$ cat config.mk
export PLATFORM = sky130hd
export DESIGN_NAME = dcache_wb
export DESIGN_NICKNAME = d
export VERILOG_FILES = /design/src/rtl/dcache_wb.sv
export SDC_FILE = /design/constraint.sdc
export NUM_CORES = 2
export LEC_CHECK = 0
export CORE_ASPECT_RATIO = 1.2
export CORE_MARGIN = 4
export CORE_UTILIZATION = 45
export DETAILED_ROUTE_END_ITERATION = 8
export GPL_ROUTABILITY_DRIVEN = 0
export SLEW_MARGIN = 20
export SYNTH_ARGS = -nofsm -noshare
export SYNTH_HDL_FRONTEND = slang
export SYNTH_SLANG_ARGS = --single-unit
export TNS_END_PERCENT = 1
$ cat constraint.sdc
create_clock -name clk -period 8.2 [get_ports clk]
set_input_delay 2.05 -clock clk [delete_from_list [all_inputs] [get_ports clk]]
set_output_delay 2.05 -clock clk [all_outputs]
set_load 0.05 [all_outputs]
$ cat src/rtl/dcache_wb.sv
// dcache_wb: direct-mapped, write-back, write-allocate data cache for the MEM stage.
// Full-line refill and writeback to a backing memory over a req/ready handshake,
// plus a software flush that writes back every dirty line in ascending index order.
//
// Ports:
//   clk, rst_n                 clock, asynchronous active-low reset
//   MemRead, MemWrite          load / store request (store wins if both are high)
//   alu_result_M, rs2_rdata_M  byte address, right-aligned store data
//   funct3                     RV32 width code (B, H, W, BU, HU)
//   flush                      level request to write back all dirty lines
//   mem_rdata                  extended load result (0 when there is no load hit)
//   stall                      freeze the pipeline; the request must stay stable
//   misalign                   H/W access not naturally aligned (address is forced aligned)
//   flush_done                 one-cycle pulse at the end of a flush
//   mem_req, mem_we, mem_addr, mem_wdata   backing-memory request (line granularity)
//   mem_ready, mem_rdata_line              backing-memory completion and fill data
module dcache_wb #(
  parameter int ADDR_WIDTH     = 16,
  parameter int SET_NUM        = 16,
  parameter int WORDS_PER_LINE = 4,
  localparam int LINE_W        = 32 * WORDS_PER_LINE
) (
  input  logic                  clk,
  input  logic                  rst_n,
  input  logic                  MemRead,
  input  logic                  MemWrite,
  input  logic [31:0]           alu_result_M,
  input  logic [31:0]           rs2_rdata_M,
  input  logic [2:0]            funct3,
  input  logic                  flush,
  output logic [31:0]           mem_rdata,
  output logic                  stall,
  output logic                  misalign,
  output logic                  flush_done,
  output logic                  mem_req,
  output logic                  mem_we,
  output logic [ADDR_WIDTH-1:0] mem_addr,
  output logic [LINE_W-1:0]     mem_wdata,
  input  logic                  mem_ready,
  input  logic [LINE_W-1:0]     mem_rdata_line
);

  localparam int IDX_W  = $clog2(SET_NUM);
  localparam int OFF_W  = $clog2(4 * WORDS_PER_LINE);
  localparam int TAG_W  = ADDR_WIDTH - IDX_W - OFF_W;
  localparam int WSEL_W = $clog2(WORDS_PER_LINE);

  typedef enum logic [2:0] {
    S_IDLE, S_WB, S_FILL, S_FLUSH_SCAN, S_FLUSH_WB
  } state_t;

  state_t state_q, state_d;
  logic [IDX_W-1:0]  flush_cnt_q, flush_cnt_d;
  logic [SET_NUM-1:0] valid_q, dirty_q;
  logic [TAG_W-1:0]  tag_q  [SET_NUM];
  logic [LINE_W-1:0] data_q [SET_NUM];

  // Upper address bits beyond ADDR_WIDTH are intentionally ignored.
  logic unused_addr_hi;
  assign unused_addr_hi = ^alu_result_M[31:ADDR_WIDTH];

  // Request decode; the address is forced to natural alignment for H and W.
  logic                  is_half, is_word, req;
  logic [ADDR_WIDTH-1:0] eff_addr;
  logic [TAG_W-1:0]      req_tag;
  logic [IDX_W-1:0]      req_idx;
  logic [WSEL_W-1:0]     word_sel;
  logic [1:0]            byte_off;

  assign is_half = (funct3[1:0] == 2'b01);
  assign is_word = (funct3[1:0] == 2'b10);
  assign req     = MemRead | MemWrite;

  always_comb begin
    eff_addr = alu_result_M[ADDR_WIDTH-1:0];
    if (is_half) eff_addr[0]   = 1'b0;
    if (is_word) eff_addr[1:0] = 2'b00;
  end

  assign req_tag  = eff_addr[ADDR_WIDTH-1 -: TAG_W];
  assign req_idx  = eff_addr[OFF_W +: IDX_W];
  assign word_sel = eff_addr[2 +: WSEL_W];
  assign byte_off = eff_addr[1:0];

  logic hit, load_hit, store_hit;
  assign hit       = valid_q[req_idx] && (tag_q[req_idx] == req_tag);
  assign load_hit  = (state_q == S_IDLE) && !flush && MemRead && !MemWrite && hit;
  assign store_hit = (state_q == S_IDLE) && !flush && MemWrite && hit;

  // Load extraction and sign/zero extension.
  logic [31:0] rd_word, rd_ext;
  logic [7:0]  rd_byte;
  logic [15:0] rd_half;

  always_comb begin
    rd_word = data_q[req_idx][word_sel*32 +: 32];
    rd_byte = rd_word[byte_off*8 +: 8];
    rd_half = rd_word[byte_off[1]*16 +: 16];
    case (funct3)
      3'b000:  rd_ext = {{24{rd_byte[7]}}, rd_byte};
      3'b001:  rd_ext = {{16{rd_half[15]}}, rd_half};
      3'b010:  rd_ext = rd_word;
      3'b100:  rd_ext = {24'h0, rd_byte};
      3'b101:  rd_ext = {16'h0, rd_half};
      default: rd_ext = 32'h0;
    endcase
  end

  // Store merge: replicating the data across the word means only the byte mask
  // has to move with the offset.
  logic [3:0]        wr_mask;
  logic [31:0]       wr_data;
  logic [LINE_W-1:0] merged_line;

  always_comb begin
    case (funct3[1:0])
      2'b00: begin
        wr_mask = 4'b0001 << byte_off;
        wr_data = {4{rs2_rdata_M[7:0]}};
      end
      2'b01: begin
        wr_mask = 4'b0011 << byte_off;
        wr_data = {2{rs2_rdata_M[15:0]}};
      end
      default: begin
        wr_mask = 4'b1111;
        wr_data = rs2_rdata_M;
      end
    endcase
    merged_line = data_q[req_idx];
    for (int b = 0; b < 4; b++) begin
      if (wr_mask[b]) merged_line[word_sel*32 + b*8 +: 8] = wr_data[b*8 +: 8];
    end
  end

  // FSM next-state and outputs.
  logic                  stall_c, req_c, we_c, flush_done_c;
  logic [ADDR_WIDTH-1:0] addr_c;
  logic [LINE_W-1:0]     wdata_c;

  // NOTE: every always_comb output gets a default first so no path can infer a latch.
  always_comb begin
    state_d      = state_q;
    flush_cnt_d  = flush_cnt_q;
    stall_c      = 1'b0;
    req_c        = 1'b0;
    we_c         = 1'b0;
    flush_done_c = 1'b0;
    addr_c       = '0;
    wdata_c      = '0;
    case (state_q)
      S_IDLE: begin
        if (flush) begin
          stall_c     = 1'b1;
          flush_cnt_d = '0;
          state_d     = S_FLUSH_SCAN;
        end else if (req && !hit) begin
          stall_c = 1'b1;
          state_d = (valid_q[req_idx] && dirty_q[req_idx]) ? S_WB : S_FILL;
        end
      end
      S_WB: begin
        stall_c = 1'b1;
        req_c   = 1'b1;
        we_c    = 1'b1;
        addr_c  = {tag_q[req_idx], req_idx, {OFF_W{1'b0}}};
        wdata_c = data_q[req_idx];
        if (mem_ready) state_d = S_FILL;
      end
      S_FILL: begin
        stall_c = 1'b1;
        req_c   = 1'b1;
        addr_c  = {req_tag, req_idx, {OFF_W{1'b0}}};
        if (mem_ready) state_d = S_IDLE;
      end
      S_FLUSH_SCAN: begin
        stall_c = 1'b1;
        if (valid_q[flush_cnt_q] && dirty_q[flush_cnt_q]) begin
          state_d = S_FLUSH_WB;
        end else if (flush_cnt_q == IDX_W'(SET_NUM - 1)) begin
          flush_done_c = 1'b1;
          state_d      = S_IDLE;
        end else begin
          flush_cnt_d = flush_cnt_q + 1'b1;
        end
      end
      S_FLUSH_WB: begin
        stall_c = 1'b1;
        req_c   = 1'b1;
        we_c    = 1'b1;
        addr_c  = {tag_q[flush_cnt_q], flush_cnt_q, {OFF_W{1'b0}}};
        wdata_c = data_q[flush_cnt_q];
        if (mem_ready) state_d = S_FLUSH_SCAN;
      end
      default: state_d = S_IDLE;
    endcase
  end

  // Every output is forced low while reset is held, abandoning any handshake.
  assign stall      = rst_n & stall_c;
  assign mem_req    = rst_n & req_c;
  assign mem_we     = rst_n & we_c;
  assign flush_done = rst_n & flush_done_c;
  assign misalign   = rst_n & req & ((is_half & alu_result_M[0]) |
                                     (is_word & (alu_result_M[1:0] != 2'b00)));
  assign mem_addr   = rst_n ? addr_c : '0;
  assign mem_wdata  = rst_n ? wdata_c : '0;
  assign mem_rdata  = (rst_n && load_hit) ? rd_ext : 32'h0;

  // NOTE: state registers use non-blocking assignments so all of them update
  // together from the same pre-edge values.
  always_ff @(posedge clk or negedge rst_n) begin
    if (!rst_n) begin
      state_q     <= S_IDLE;
      flush_cnt_q <= '0;
      valid_q     <= '0;
      dirty_q     <= '0;
    end else begin
      state_q     <= state_d;
      flush_cnt_q <= flush_cnt_d;
      if (store_hit) dirty_q[req_idx] <= 1'b1;
      if (state_q == S_WB && mem_ready) dirty_q[req_idx] <= 1'b0;
      if (state_q == S_FLUSH_WB && mem_ready) dirty_q[flush_cnt_q] <= 1'b0;
      if (state_q == S_FILL && mem_ready) begin
        valid_q[req_idx] <= 1'b1;
        dirty_q[req_idx] <= 1'b0;
      end
    end
  end

  // NOTE: tag and data arrays carry no reset; valid bits alone decide whether
  // their contents mean anything, which keeps them mappable onto plain RAM.
  always_ff @(posedge clk) begin
    if (store_hit) data_q[req_idx] <= merged_line;
    if (state_q == S_FILL && mem_ready) begin
      data_q[req_idx] <= mem_rdata_line;
      tag_q[req_idx]  <= req_tag;
    end
  end

endmodule

### Word level (Yosys, flattened, before mapping)

Memories as Yosys holds them, arrays and structs flattened.
Cells that the tools add are included.

* memories: 2
* register bits: 39
* RAM bits: 2176
* word-level logic and storage cells: 158
* input port bits: 201

Memories
* data_q: words 16, width 128, read ports 2, clocked after Yosys merged registers in 0, write ports 1, RTL line 56 `logic [LINE_W-1:0] data_q [SET_NUM];`
* tag_q: words 16, width 8, read ports 2, clocked after Yosys merged registers in 0, write ports 1, RTL line 55 `logic [TAG_W-1:0] tag_q [SET_NUM];`

* add/sub/neg operators: 8
* bitwise operators: 18
* equality and inequality tests: 20
* magnitude comparators: 4
* reductions and logical operators: 29
* shift-type cells: 13
* multiplexer cells: 60

Operator list (number)
* 128-bit two-way mux: 6
* 128-bit bitwise mux: 4
* 8-bit by 34-bit variable shift with 128-bit output (first input constant): 4
* 8-bit by 34-bit indexed part select with 128-bit output: 4
* 128-bit case mux with 2 select lines: 1
* 32-bit case mux with 5 select lines: 1
* 128-bit by 8-bit indexed part select with 32-bit output: 1
* 8-bit negator with 34-bit output: 3
* 16-bit two-way mux: 5
* 32-bit case mux with 2 select lines: 1
* 16-bit bitwise AND: 3
* 16-bit case mux with 3 select lines: 1
* 7-bit negator with 34-bit output: 1
* 32-bit two-way mux: 1
* 16-bit NOT: 2
* 16-bit OR: 2
* 32-bit by 6-bit indexed part select with 16-bit output: 1
* 32-bit by 6-bit indexed part select with 8-bit output: 1
* 3-bit two-way mux: 7
* 1-bit two-way mux: 18
* 7-bit by 5-bit adder with 8-bit output (second input constant): 2
* 1-bit binary-select mux with 4-bit select: 4
* 1-bit logical AND: 16
* 4-bit case mux with 2 select lines: 2
* 32 further kinds: 61

### Longest topological paths before layout

* depth after elaboration: 13
* mapped depth: 15

### Worst setup path before layout

OpenSTA, ideal clock, no wires.

* kind: input to register
* start point: input port alu_result_M[5]
* end point: memory data_q[10][0] (netlist name) (enable)
* setup time: 617 ps
* setup slack: -2308 ps
* stages: 12
* arrival: 9891 ps
* cell sequence: buf_4 > buf_2 > buf_6 > mux4_2 > mux4_2 > xnor2_1 > nand2_1 > nand4bb_1 > nor4_4 > nor2_1 > clkbuf_1 > nor2_1

* word-level cells in the longest chain between the ends: 7
* elaborated cells on any way between the ends: 9
* classes of those cells: eq/ne (1); mux (4); bitwise (1); reduce/logical (2); memory (1)

Ends and longest elaborated chain
* from (decl): RTL line 27 `input logic [31:0] alu_result_M,`
* memory read 16 x 8 bit / 1-bit binary-select mux with 4-bit select (equally long branches)
* 8-bit equality test / 1-bit two-way mux (equally long branches): RTL line 86 `assign hit = valid_q[req_idx] && (tag_q[req_idx] == req_tag);`
* 1-bit logical AND: RTL line 86
* 1-bit logical AND: RTL line 88 `assign store_hit = (state_q == S_IDLE) && !flush && MemWrite && hit;`
* 1-bit two-way mux: RTL line 234 `if (store_hit) data_q[req_idx] <= merged_line;`
* 1-bit two-way mux (implied by the code): RTL line 234
* 1-bit OR (no source line)
* to (decl): RTL line 56

Several ways; a longest one is shown, not always the timed one. The select of a mux whose other input is x is not followed.

### Worst setup path in the final report

* start point: input port alu_result_M[4]
* end point: output port mem_rdata[14]

* word-level cells in the longest chain between the ends: 6
* elaborated cells on any way between the ends: 13
* classes of those cells: eq/ne (1); shift (3); mux (4); reduce/logical (3); memory (2)

Ends and longest elaborated chain
* parallel branches: the longest is 5 deep, another holds memory read 16 x 128 bit
* 32-bit two-way mux *: RTL line 208 `assign mem_rdata = (rst_n && load_hit) ? rd_ext : 32'h0;`
* to (decl): RTL line 31 `output logic [31:0] mem_rdata,`

Every way passes the cells marked *. The select of a mux whose other input is x is not followed.

==> results by group <==
Run status
  • Status: complete, no violations

Clock tree
  • Post-CTS setup buffers: 0
  • Post-CTS Resized: 0
  • Root Buffer: clkbuf_16
  • Worst-path clk slew: 0.07 ns
  • Sink Count: 2215
  • Clock Tree Buf Depth: 4
  • CTS tree: built
  • Hold buffers post-CTS: 0
  • Clk Latency, worst-skew pair: 0.89 ns
  • H-tree depth: 4
  • Total CTS buffers: 230

STA
  • Worst-margin pin slew: 1.27 ns
  • Total Neg Setup Slack: 0 ns
  • Final Critical Period: 8.07 ns
  • Clk_skew: 0.0381 ns
  • Final Hold Fails: 0
  • Final Cycle Share: 0.984
  • Unrepaired setup endpoints after global routing: no
  • Final Max Slew Viols: 0
  • Worst rel slew slack: 0.152
  • Fmax achieved: 0.124 GHz
  • # setup viols final: 0
  • Worst setup margin: 0.133 ns
  • Hold WS: 0.498 ns

Pwr
  • Gate power share: 0.238
  • Sequential power share: 0.443
  • Sw Share: 0.283
  • P per Cell Area: 256 nW/um^2
  • Int Pwr: 22900 uW
  • Max VDD drop: 221 uV
  • Fraction of power consumed by the clock network: 0.319
  • Switching power: 9010 uW
  • Static leakage: 0.0379 uW

Final layout
  • Final instance area: 125000 sq um
  • Commonest non-fill, non-tap cells in the layout: edfxtp_1, mux4_2, buf_4, clkbuf_16, clkdlybuf4s50_1
  • Syn-to-layout area delta: 16.2%
  • Fin cells: 9301
  • Layout Nets: 6153
  • Share of layout cells above drive strength 1: 0.374
  • Commonest non-fill, non-tap cell in the layout: edfxtp_1

Placement
  • Placed Area: 117000 sq um
  • Dpl ws: 0.229 ns
  • Dpl hpwl: 215 mm
  • Placed cells: 8877
  • IO Port Bufs: 361

Global route
  • Vias in the first global route: 65100
  • GR Overflow Total: 0
  • Initial antenna violation count: 16
  • Gr usage total: 0.290
  • Largest net degree at the start of global routing: 98
  • Global-route wire length before repair: 502 mm

Drt
  • ANT nets after route: 0
  • Wire per inst: 38.6 um
  • DRC: 0
  • 1st-pass router iterations: 5
  • Via/cell ratio: 6.79
  • Post-Route WL: 359 mm
  • DR iter-0 viols: 7863
  • Vias: 63100

Synthesis
  • Main area contributors after synthesis: edfxtp_1, mux4_2, a22oi_1
  • Cell taking the most area after synthesis: edfxtp_1
  • Synth warn: 0
  • Number of synthesized flops with an enable pin: 2176
  • Main synth FF type: edfxtp_1
  • Post-synthesis cell count: 5423
  • Synthesized area: 107000 sq um
  • Seq cells post-synth: 2215
  • Yosys top cell area share: 0.610
  • Mapped Avg Cell Area: 19.8 sq um
  • Seq/Total Area, Yosys: 0.619
  • Synth unique cells: 64
  • Post-synth ARST share: 0.0176

Floorplanning
  • Initial Utilization: 0.452
  • Core ar.: 237000 sq um
  • # IOs: 382
  • Row count: 196
  • Die area: 246000 sq um
  • Die height: 543 um
  • Die width: 454 um

Critical path
  • Startpoint Class: input pin
  • Worst Path Max Fanout: 20
  • Critical Path RT: 6.15 ns
  • Crit path DAT: 6.02 ns
  • Critical Path Sink Type: output pin
  • Setup CP Type: input pin to output pin

Flow run
  • Max cap viols: 0

Min path
  • HP Class: flop to flop
## through the flow
stage,utilization,power (uW)
final,0.525,31900
after global routing,0.525,33000
after CTS,0.525,32100
after detailed placement,0.495,22000
after global placement,0.495,21800
after floorplan,-,19200
## power groups by stage
stage / Clock [uW] / Combinational [uW] / Sequential (uW)
after floorplan: 0 / 4930 / 14300
after global placement: 0 / 7500 / 14300
after detailed placement: 0 / 7610 / 14400
after CTS: 10300 / 7620 / 14100
after global routing: 10800 / 8030 / 14100
final: 10200 / 7590 / 14100
## critical path, cell delays in order
cell and delay (ns):
buf_8 0.22, buf_12 0.22, buf_12 0.26, buf_4 0.33, mux4_2 0.55, mux4_2 0.57, mux4_2 0.67, a21oi_1 0.51
o22ai_1 0.30, buf_12 0.23
## routing by layer
| metal | GRT usage | vias up | wire (um) |
|---|---|---|---|
| met5 | 0 | - | 69 |
| met4 | 0.134 | 10 | 19200 |
| met3 | 0.0558 | 695 | 32500 |
| met2 | 0.464 | 3494 | 173000 |
| met1 | 0.389 | 34300 | 134000 |
| li1 | - | 24600 | - |
## worst paths after layout
check                                          endpoint  depth (start not counted)  slack (ns)                     from
max in group asynchronous        valid_q[9]$_DFFE_PN0P_                          2        6.12                    rst_n
min in group asynchronous        valid_q[7]$_DFFE_PN0P_                          2        1.70                    rst_n
worst max register to register   data_q[4][4]$_DFFE_PP_                         10        3.61   tag_q[15][6]$_DFFE_PP_
worst min register to register  valid_q[15]$_DFFE_PN0P_                          1        0.50  valid_q[15]$_DFFE_PN0P_
worst max-delay path                      mem_rdata[14]                         10        0.13          alu_result_M[4]
worst min-delay path            valid_q[15]$_DFFE_PN0P_                          1        0.50  valid_q[15]$_DFFE_PN0P_
## flip-flops by register name, indices dropped and copies added (netlist names)
register and flops:
dirty_q 16, data_q 2048, flush_cnt_q 4, state_q 3, valid_q 16, tag_q 128
## cell type report
type                            instances  area [sq um]
Clock inverter                        132          1140
Fill cell                           18800        113000
Sequential cell                      2215         66300
Antenna cell                           11          27.5
Timing Repair Buffer                  746          7990
Multi-Input combinational cell       2737         39100
Tap cell                             3168          3960
Inverter                               12          46.3
Clock buffer                          280          6010
## cell usage after synthesis (3+ instances only)
| library cell | count |
|---|---|
| a21oi_1 | 155 |
| a221oi_1 | 50 |
| a22o_1 | 3 |
| a22oi_1 | 176 |
| a31oi_1 | 16 |
| and2_1 | 5 |
| buf_1 | 138 |
| buf_2 | 92 |
| buf_4 | 15 |
| buf_6 | 10 |
| clkbuf_1 | 207 |
| dfrtp_1 | 39 |
| edfxtp_1 | 2176 |
| ha_1 | 10 |
| inv_1 | 11 |
| mux2_2 | 22 |
| mux2i_1 | 65 |
| mux4_2 | 1368 |
| nand2_1 | 204 |
| nand2b_1 | 13 |
| nand3_1 | 10 |
| nand4_1 | 5 |
| nor2_1 | 177 |
| nor2b_1 | 141 |
| nor3_1 | 103 |
| nor3b_1 | 6 |
| nor4b_1 | 3 |
| o211ai_1 | 3 |
| o21ai_0 | 108 |
| o22ai_1 | 12 |
| o2bb2ai_1 | 4 |
| o31ai_1 | 4 |
| or2_2 | 19 |
| or3_1 | 4 |
| xnor2_1 | 7 |
| xor2_1 | 4 |
## cells by family after synthesis
| logic type | share of synthesized area |
|---|---|
| fa+ha+maj | 0.00117 |
| flops | 0.619 |
| compound gates | 0.0331 |
| xor+xnor | 0.000899 |
| simple gates | 0.0313 |
| buf+inv | 0.0189 |
| other cells | 0.0000350 |
| mux | 0.296 |
Note: power is estimated with default switching activity, not from simulation.
